File: src/rtl/piso_serial_tx.sv
// piso_serial_tx: parallel-in / serial-out transmitter.
// A word accepted on din is shifted out one bit per clock on dout, framed by
// dout_en and dout_last. A new word can be accepted during the last bit of the
// current one, so consecutive words stream out with no idle gap.

module piso_serial_tx #(
    parameter int WIDTH     = 8,
    parameter bit MSB_FIRST = 1'b1
) (
    input  logic             clk,
    input  logic             rst,
    input  logic [WIDTH-1:0] din,
    input  logic             din_valid,
    output logic             din_ready,
    output logic             dout,
    output logic             dout_en,
    output logic             dout_last,
    output logic             busy
);

    localparam int            CW         = (WIDTH > 1) ? $clog2(WIDTH) : 1;
    localparam logic [CW-1:0] LAST_COUNT = CW'(WIDTH - 1);

    typedef enum logic {
        IDLE  = 1'b0,
        SHIFT = 1'b1
    } state_t;

    state_t           r_state;
    state_t           w_stateNext;
    logic [CW-1:0]    r_count;
    logic [CW-1:0]    w_countNext;
    logic [WIDTH-1:0] r_shift;
    logic [WIDTH-1:0] w_shiftNext;
    logic             r_last;
    logic             w_lastNext;
    logic             w_atLast;
    logic             w_accept;

    // The counter sits at zero while idle, so the last-bit compare only matters in SHIFT.
    assign w_atLast  = (r_count == LAST_COUNT);
    assign din_ready = (r_state == IDLE) || w_atLast;
    assign w_accept  = din_valid && din_ready;

    // State register: reset wins over any accept offered on the same edge.
    always_ff @(posedge clk) begin
        if (rst) begin
            r_state <= IDLE;
        end else begin
            r_state <= w_stateNext;
        end
    end

    // Next-state logic: stay in SHIFT across a last-bit accept to avoid a gap.
    always_comb begin
        w_stateNext = r_state;
        case (r_state)
            IDLE: begin
                if (w_accept) begin
                    w_stateNext = SHIFT;
                end
            end
            SHIFT: begin
                if (w_atLast && !w_accept) begin
                    w_stateNext = IDLE;
                end
            end
            default: begin
                w_stateNext = IDLE;
            end
        endcase
    end

    // Datapath next values: load on accept, otherwise shift zeros in while in SHIFT
    // so the register is empty (dout low) by the time the word is finished.
    always_comb begin
        w_countNext = r_count;
        w_shiftNext = r_shift;
        if (w_accept) begin
            w_countNext = '0;
            w_shiftNext = din;
        end else if (r_state == SHIFT) begin
            w_countNext = w_atLast ? '0 : (r_count + CW'(1));
            if (MSB_FIRST) begin
                w_shiftNext = {r_shift[WIDTH-2:0], 1'b0};
            end else begin
                w_shiftNext = {1'b0, r_shift[WIDTH-1:1]};
            end
        end
        w_lastNext = (w_stateNext == SHIFT) && (w_countNext == LAST_COUNT);
    end

    // Datapath registers, including the registered last-bit flag.
    always_ff @(posedge clk) begin
        if (rst) begin
            r_count <= '0;
            r_shift <= '0;
            r_last  <= 1'b0;
        end else begin
            r_count <= w_countNext;
            r_shift <= w_shiftNext;
            r_last  <= w_lastNext;
        end
    end

    assign busy      = (r_state == SHIFT);
    assign dout_en   = busy;
    assign dout_last = r_last;
    assign dout      = MSB_FIRST ? r_shift[WIDTH-1] : r_shift[0];

endmodule

File: config.mk
export PLATFORM = sky130hd
export DESIGN_NAME = piso_serial_tx
export DESIGN_NICKNAME = d
export VERILOG_FILES = /design/src/rtl/piso_serial_tx.sv
export SDC_FILE = /design/constraint.sdc
export NUM_CORES = 1
export LEC_CHECK = 0
export CORE_AREA = 2 2 39 41
export CTS_CLUSTER_SIZE = 14
export DETAILED_ROUTE_END_ITERATION = 12
export DIE_AREA = 0 0 41 43
export DONT_BUFFER_PORTS = 1
export GPL_TIMING_DRIVEN = 0
export PLACE_DENSITY = 0.63
export SYNTH_ARGS = -nofsm -noshare
export SYNTH_HDL_FRONTEND = slang
export SYNTH_SLANG_ARGS = --single-unit
export TNS_END_PERCENT = 50
File: constraint.sdc
create_clock -name clk -period 3.27 [get_ports clk]
set_input_delay 0.8175 -clock clk [delete_from_list [all_inputs] [get_ports clk]]
set_output_delay 0.8175 -clock clk [all_outputs]
set_load 0.01 [all_outputs]
# == After elaboration in Yosys (flattened, before gate mapping) ==
# Index checks and enable logic that the tools add are counted.
# W data, S select, Z words.
# totals
ff_bits,13
output_inout_bits,5
# classes
add_sub_neg,1
n_eq_ne,2
muxes,8
bitwise_logic,1
n_reduce_logical,6
# op_table
operator,n
$mux W8,2
$mux W3,3
$eq A3 B3 Y1 const B,2
$add A3 B1 Y3 const B,1
$logic_and A1 B1 Y1,3
$mux W1,2
$pmux W1 S2,1
$reduce_bool A2 Y1,1
$logic_not A1 Y1,1
$logic_or A1 B1 Y1,1
$not A1 Y1,1

# == Depth between registers and ports, before layout ==
# Gate-level depths: netlist of the first run.
# depth
word_depth,8
ltp_mapped,6
depth_no_buf,6

# == Worst setup path after synthesis of the first run ==
# No wires, ideal clock.
# synth_path
kind,reg-to-output
startpoint,reg r_count[0]
endpoint,out din_ready
t_arrival_ns,0.998
required_ns,2.453
path_slack_ns,1.455
path_stages_with_launch,5
cell_sequence,dfxtp_1 ha_1 ha_1 and2b_4 inv_2
# synth_between
elab_chain_len,2
# synth_lines
element,line_no,source
from (decl),31,logic [CW-1:0] r_count;
from (signal assigned),100,r_count <= w_countNext;
$eq A3 B3 Y1,41,assign w_atLast = (r_count == LAST_COUNT);
$logic_or A1 B1 Y1,42,assign din_ready = (r_state == IDLE) || w_atLast;
to (decl),14,"output logic din_ready,"
# Every way passes these cells.

# == Worst setup path after layout of the first run ==
# Same ends and word-level chain as after synthesis.

==> impl_results.md, run 1 <==
- Outcome: complete, no violations
- Tot Pwr: 326 µW
- ANT nets after route: 0
- GR peak layer: met1
- Design area: 668 µm²
- P_leak: 0.258 nW
- Register area share after synthesis: 41.9%
- Slew Viols, Final: 0
- Slew headroom: 71.4%
- DR vias/cell: 5.74
- Layout Skew: 1.60 ps
- Place WS: 1390 ps
- Clk pin slew, worst setup/hold paths: 80 ps
- Final hold viol count: 0
- Final Wtd Congestion: 0.672
- Initial Utilization: 44.9%
- Final instance count without filler cells: 87
- Worst slew pin tran: 428 ps
- Crit path cell chain: ha_1 > ha_1 > and2b_4 > inv_2
- Number of nets in the layout: 85
- Crit path DAT: 1360 ps
- Post-synth top area cell: dfxtp_1
- Skew-Pair Late Insertion Delay: 270 ps
- Tcrit/Tclk final: 66.4%
- Synthesized netlist cell count: 67
- Dominant cells by area after synthesis: dfxtp_1, a211oi_1, nor2_1, nor3b_1, nor4_1
- Antenna fix cells: 0
- Overall Global Routing Usage: 17.2%
- Crit path time final: 2170 ps
- Maximum fanout along the worst path: 9
- Drt first pass iters: 3
- Yosys top cell area share: 41.9%
- Resized cells post-CTS: 0
- DIE HEIGHT: 43 µm
- I/O Pins: 16
- Fin Setup TNS: 0 ps
- Crit end category: output pin
- Syn. warnings: 0
- Final core occ: 48.3%
- HP Class: flop to flop
- Drt total wl: 1220 µm
- Pin count of the biggest net entering global routing: 11
- H-tree depth: 1
- Internal reg-to-reg setup slack: 1710 ps
- Avg Inst Size Synth: 9.28 µm²
- RSZ-0062 raised after global routing: no
- Grt total ovfl: 0
- Core Area: 1380 µm²
- Clock root cell: clkbuf_4
- Site Rows: 14
- Setup bufs post-CTS: 0
- Cell variety after synth: 18
- Cell area power density: 487 nW/µm²
- Req. time, crit path: 2450 ps
- Initial antenna violation count: 0
- Max Cap Viol: 0
- Met3 Use GR: 3.66%
- Mapped Area: 622 µm²
- First-pass GRT wire length: 2030 µm
- Maximum VDD drop: 0.219 mV
- Most frequent CP cell: ha_1
- Worst Setup Start Kind: flop
- Synth Net Count: 80
- Number of global-route vias before repair: 500
- Met2 usage: 23.1%
- Die X-Extent: 41 µm
- Crit-path slowest cell: dfxtp_1
- DRC viols: 0
- Routed via count: 499
- Max incr delay on CP: 340 ps
- Hold Buf Count CTS: 0
- Setup violations, final: 0
- Layout cells sized above 1: 16.9%
- Setup CP Type: flop to output pin
- Synth Register Bits: 13
- CTS Buffer Depth: 2
- Wire per inst: 14.0 µm
- Placed Instances: 83
- DP HPWL: 881 µm
- Placement Cell Area: 642 µm²
- Fmax: 460 MHz
- Area Growth Syn to Fin: 7.44%
- CTS tree: yes
- Final setup margin: 1100 ps
- Hold slack: 498 ps
- Met1 track utilization from global routing: 23.4%
- Port bufs: 0
- Clock tree sinks: 13
- Die ar.: 1760 µm²
- Cts bufs inserted: 3
- Drt initial violations: 15
[cell usage in the layout, fill, tap and decap left out]
cell,n
nor3b_1,7
and4_2,1
a211oi_1,7
or2_2,1
nor2_1,14
inv_2,1
dfxtp_1,13
mux2i_1,3
buf_4,1
a32oi_1,1
nor4_1,7
buf_2,1
clkbuf_4,3
ha_1,2
and2b_4,1
clkbuf_1,3
buf_6,2
nor2_2,1
a2bb2oi_1,2
[cells by family after synthesis]
kind of cell,synth area share (%)
AO/OA/AOI/OAI,12.7
adder cells (fa/ha/maj),4.02
buffers and inverters,7.44
flip-flops,41.9
multiplexers,4.83
AND/OR/NAND/NOR,29.2
[state kept, by name, summed over array words and instances (netlist names)]
register   cells
r_count        3
busy           1
dout_last      1
r_shift        8
[area by class of cell]
class                           count  area (µm²)
Multi-Input combinational cell     47         315
Clock buffer                        4        26.3
Fill cell                         144         716
Tap cell                           16        20.0
Buffer                              6        42.5
Inverter                            1        3.75
Sequential cell                    13         260
[Yosys cell counts]
| cell | count |
|---|---|
| buf_2 | 1 |
| nor3b_1 | 7 |
| a2bb2oi_1 | 2 |
| and4_2 | 1 |
| buf_4 | 1 |
| inv_2 | 1 |
| a211oi_1 | 7 |
| ha_1 | 2 |
| nor2_2 | 1 |
| dfxtp_1 | 13 |
| nor4_1 | 7 |
| mux2i_1 | 3 |
| a32oi_1 | 1 |
| nor2_1 | 14 |
| and2b_4 | 1 |
| buf_6 | 2 |
| clkbuf_1 | 2 |
| or2_2 | 1 |
[path summary, 6_finish.rpt]
kind | from | end | cells after the start
worst max-delay path | r_count[0]$_SDFF_PP0_ | din_ready | 4
worst min-delay path | r_shift[5]$_SDFFE_PP0P_ | r_shift[5]$_SDFFE_PP0P_ | 2
worst max register to register | r_count[0]$_SDFF_PP0_ | r_shift[1]$_SDFFE_PP0P_ | 6
worst min register to register | r_shift[5]$_SDFFE_PP0P_ | r_shift[5]$_SDFFE_PP0P_ | 2
[power breakdown]
| group | switching, mW | internal (mW) | total, mW |
|---|---|---|---|
| logic | 0.0269 | 0.0235 | 0.0505 |
| registers | 0.00845 | 0.169 | 0.178 |
| clock network | 0.0501 | 0.0473 | 0.0973 |
| total | 0.0855 | 0.240 | 0.326 |
[worst max-delay path, delay by kind of cell, from the launching register on]
| kind | cells | cell delay [ps] |
|---|---|---|
| adder cells (fa/ha/maj) | 2 | 370 |
| flip-flops | 1 | 340 |
| AND/OR/NAND/NOR | 1 | 270 |
| buffers and inverters | 1 | 100 |
[layer usage]
| layer | vias to the layer above | wire, µm |
|---|---|---|
| met3 | 4 | 91 |
| met2 | 17 | 491 |
| li1 | 253 | - |
| met4 | 0 | 27 |
| met1 | 225 | 605 |
| met5 | - | 0 |
Note: power is estimated with default switching activity, not from simulation.
==> run 2, diff against run 1 <==
PLACE_DENSITY = 0.66   (was 0.63)
clock period = 1.75 ns   (was 3.27 ns; I/O delays follow)
==> run 2 against run 1 <==
Via count is 5.2% higher. Sequential power up 87%. Clock power increased by 86%. Global-route usage is 1.9 points higher. Worst setup slack lost 1000 ps.
==> impl_results.md, run 2 (same netlist as run 1, synthesis figures left out) <==
- First-pass GRT wire length: 2180 µm (+7.5%)
- Drt total wl: 1400 µm (+15%)
- Area Growth Syn to Fin: 13.7%
- Initial Utilization: 44.9% (unchanged)
- CTS tree: yes
- Seq. cell area: 262 µm² (+0.48%)
- Fin Setup TNS: 0 ps (unchanged)
- Wire per inst: 15.4 µm (+9.8%)
- Clock tree sinks: 13 (unchanged)
- Die ar.: 1760 µm² (unchanged)
- Routed via count: 525 (+5.2%)
- Drt first pass iters: 4 (+1)
- Outcome: complete, no violations
- Final setup margin: 56.5 ps (-1040 ps)
- Layout cells sized above 1: 25.3% (+8.4 points)
- Most common cell after layout, fill and taps aside: nor2_1
- Antenna fix cells: 0 (unchanged)
- Maximum fanout along the worst path: 5 (-4)
- Top Registers: r_shift: 8 flops, r_count: 3 flops
- Reg with most FFs: r_shift
- Final Wtd Congestion: 0.693 (+3.1%)
- Worst slew pin tran: 477 ps (+48.6 ps)
- Skew-Pair Late Insertion Delay: 270 ps (about the same)
- Final core occ: 51.1% (+2.8 points)
- RSZ-0062 raised after global routing: no
- Place WS: 174 ps (-1210 ps)
- Initial antenna violation count: 0 (unchanged)
- Overall Global Routing Usage: 19.1% (+1.9 points)
- Fmax: 591 MHz
- DP HPWL: 905 µm (+2.7%)
- Tcrit/Tclk final: 96.8%
- CTS Buffer Depth: 2 (unchanged)
- DRC viols: 0 (unchanged)
- Layout Skew: 3.15 ps (+1.55 ps)
- Number of nets in the layout: 89 (+4.7%)
- Final instance count without filler cells: 91 (+4.6%)
- Setup CP Type: flop to output pin
- FILL cells: 149 (+3.5%)
- Pin count of the biggest net entering global routing: 11 (unchanged)
- Crit end category: output pin
- Final hold viol count: 0 (unchanged)
- H-tree depth: 1 (unchanged)
- Max Cap Viol: 0 (unchanged)
- I/O Pins: 16 (unchanged)
- ANT nets after route: 0 (unchanged)
- Worst Setup Start Kind: flop
- Port bufs: 0 (unchanged)
- Crit path DAT: 1260 ps (-100 ps)
- DIE HEIGHT: 43 µm (unchanged)
- DR vias/cell: 5.77 (+0.59%)
- Slew Viols, Final: 0 (unchanged)
- Maximum VDD drop: 0.412 mV (+88%)
- Cts bufs inserted: 3 (unchanged)
- Max reg flops: 8 (unchanged)
- P_leak: 0.271 nW (+5.2%)
- Clock root cell: clkbuf_4
- Clk pin slew, worst setup/hold paths: 80 ps (about the same)
- Site Rows: 14 (unchanged)
- Hold Buf Count CTS: 0 (unchanged)
- Number of global-route vias before repair: 519 (+3.8%)
- Die X-Extent: 41 µm (unchanged)
- Cell area power density: 880 nW/µm² (+81%)
- Grt total ovfl: 0 (unchanged)
- Setup violations, final: 0 (unchanged)
- Leading cell types in the layout, fill and taps excluded: nor2_1, dfxtp_1, a211oi_1, nor3b_1, nor4_1
- Crit path time final: 1690 ps
- Slew headroom: 68.2% (-3.2 points)
- Req. time, crit path: 1310 ps (-1140 ps)
- Drt initial violations: 5 (-10)
- Multi-input gate area: 320 µm² (+1.6%)
- HP Class: input port to flop
- Core Area: 1380 µm² (unchanged)
- Placed Instances: 83 (unchanged)
-- run 2: changes by cell type in the layout (fill, tap and decap cells not counted), sizes merged --
cell	before	now
clkinv	0	1
buf	4	7
-- run 2: worst paths after layout --
path	start	to	slack, ps	depth (start not counted)
max	r_count[0]$_SDFF_PP0_	din_ready	60	4
max reg2reg	r_count[0]$_SDFF_PP0_	r_shift[2]$_SDFFE_PP0P_	130	7
min	rst	r_shift[6]$_SDFFE_PP0P_	240	1
min reg2reg	r_shift[2]$_SDFFE_PP0P_	r_shift[2]$_SDFFE_PP0P_	490	2
-- run 2: routing by layer --
| layer | track usage (%) | up-vias | part of all wire (%) |
|---|---|---|---|
| li1 | - | 262 | - |
| met1 | 23.3 | 246 | 46 |
| met2 | 27.5 | 15 | 47 |
| met3 | 4.71 | 2 | 6.2 |
| met4 | 14.0 | 0 | 1.2 |
| met5 | 0 | - | 0 |
-- run 2: power breakdown --
group	total [mW]	internal, mW	leakage, nW	switching [mW]
logic	0.108	0.0510	0.149	0.0572
clock network	0.181	0.0882	0.0150	0.0932
registers	0.332	0.317	0.107	0.0156
total	0.622	0.456	0.271	0.166
-- run 2: cell type report --
cell class / instances / area share (%)
inverters: 1 / 1.24
well taps: 16 / 2.83
clock buffers: 4 / 3.72
plain buffers: 6 / 6.02
repair inverters: 1 / 0.708
multi-input cells: 47 / 45.3
repair buffers: 3 / 3.19
flip-flops and latches: 13 / 37.0
-- run 2: what timing repair did --
action	4_1_cts	5_1_grt
buffers inserted	2	1
cloned	0	1
endpoints found under the setup margin	1	1
gates resized for setup	2	3
-- run 2: stage by stage --
step | power, mW | hold WS [ps] | area (µm²)
after floorplan | 0.415 | 455 | 622
after global routing | 0.660 | 225 | 707
final | 0.622 | 236 | 707
after detailed placement | 0.435 | 483 | 642
after CTS | 0.626 | 224 | 687
after global placement | 0.431 | 476 | 642
-- run 2: critical path: stages, from the launching register on --
cell,delay (ps)
dfxtp_2,330
ha_2,170
ha_2,160
and2b_4,280
inv_6,50
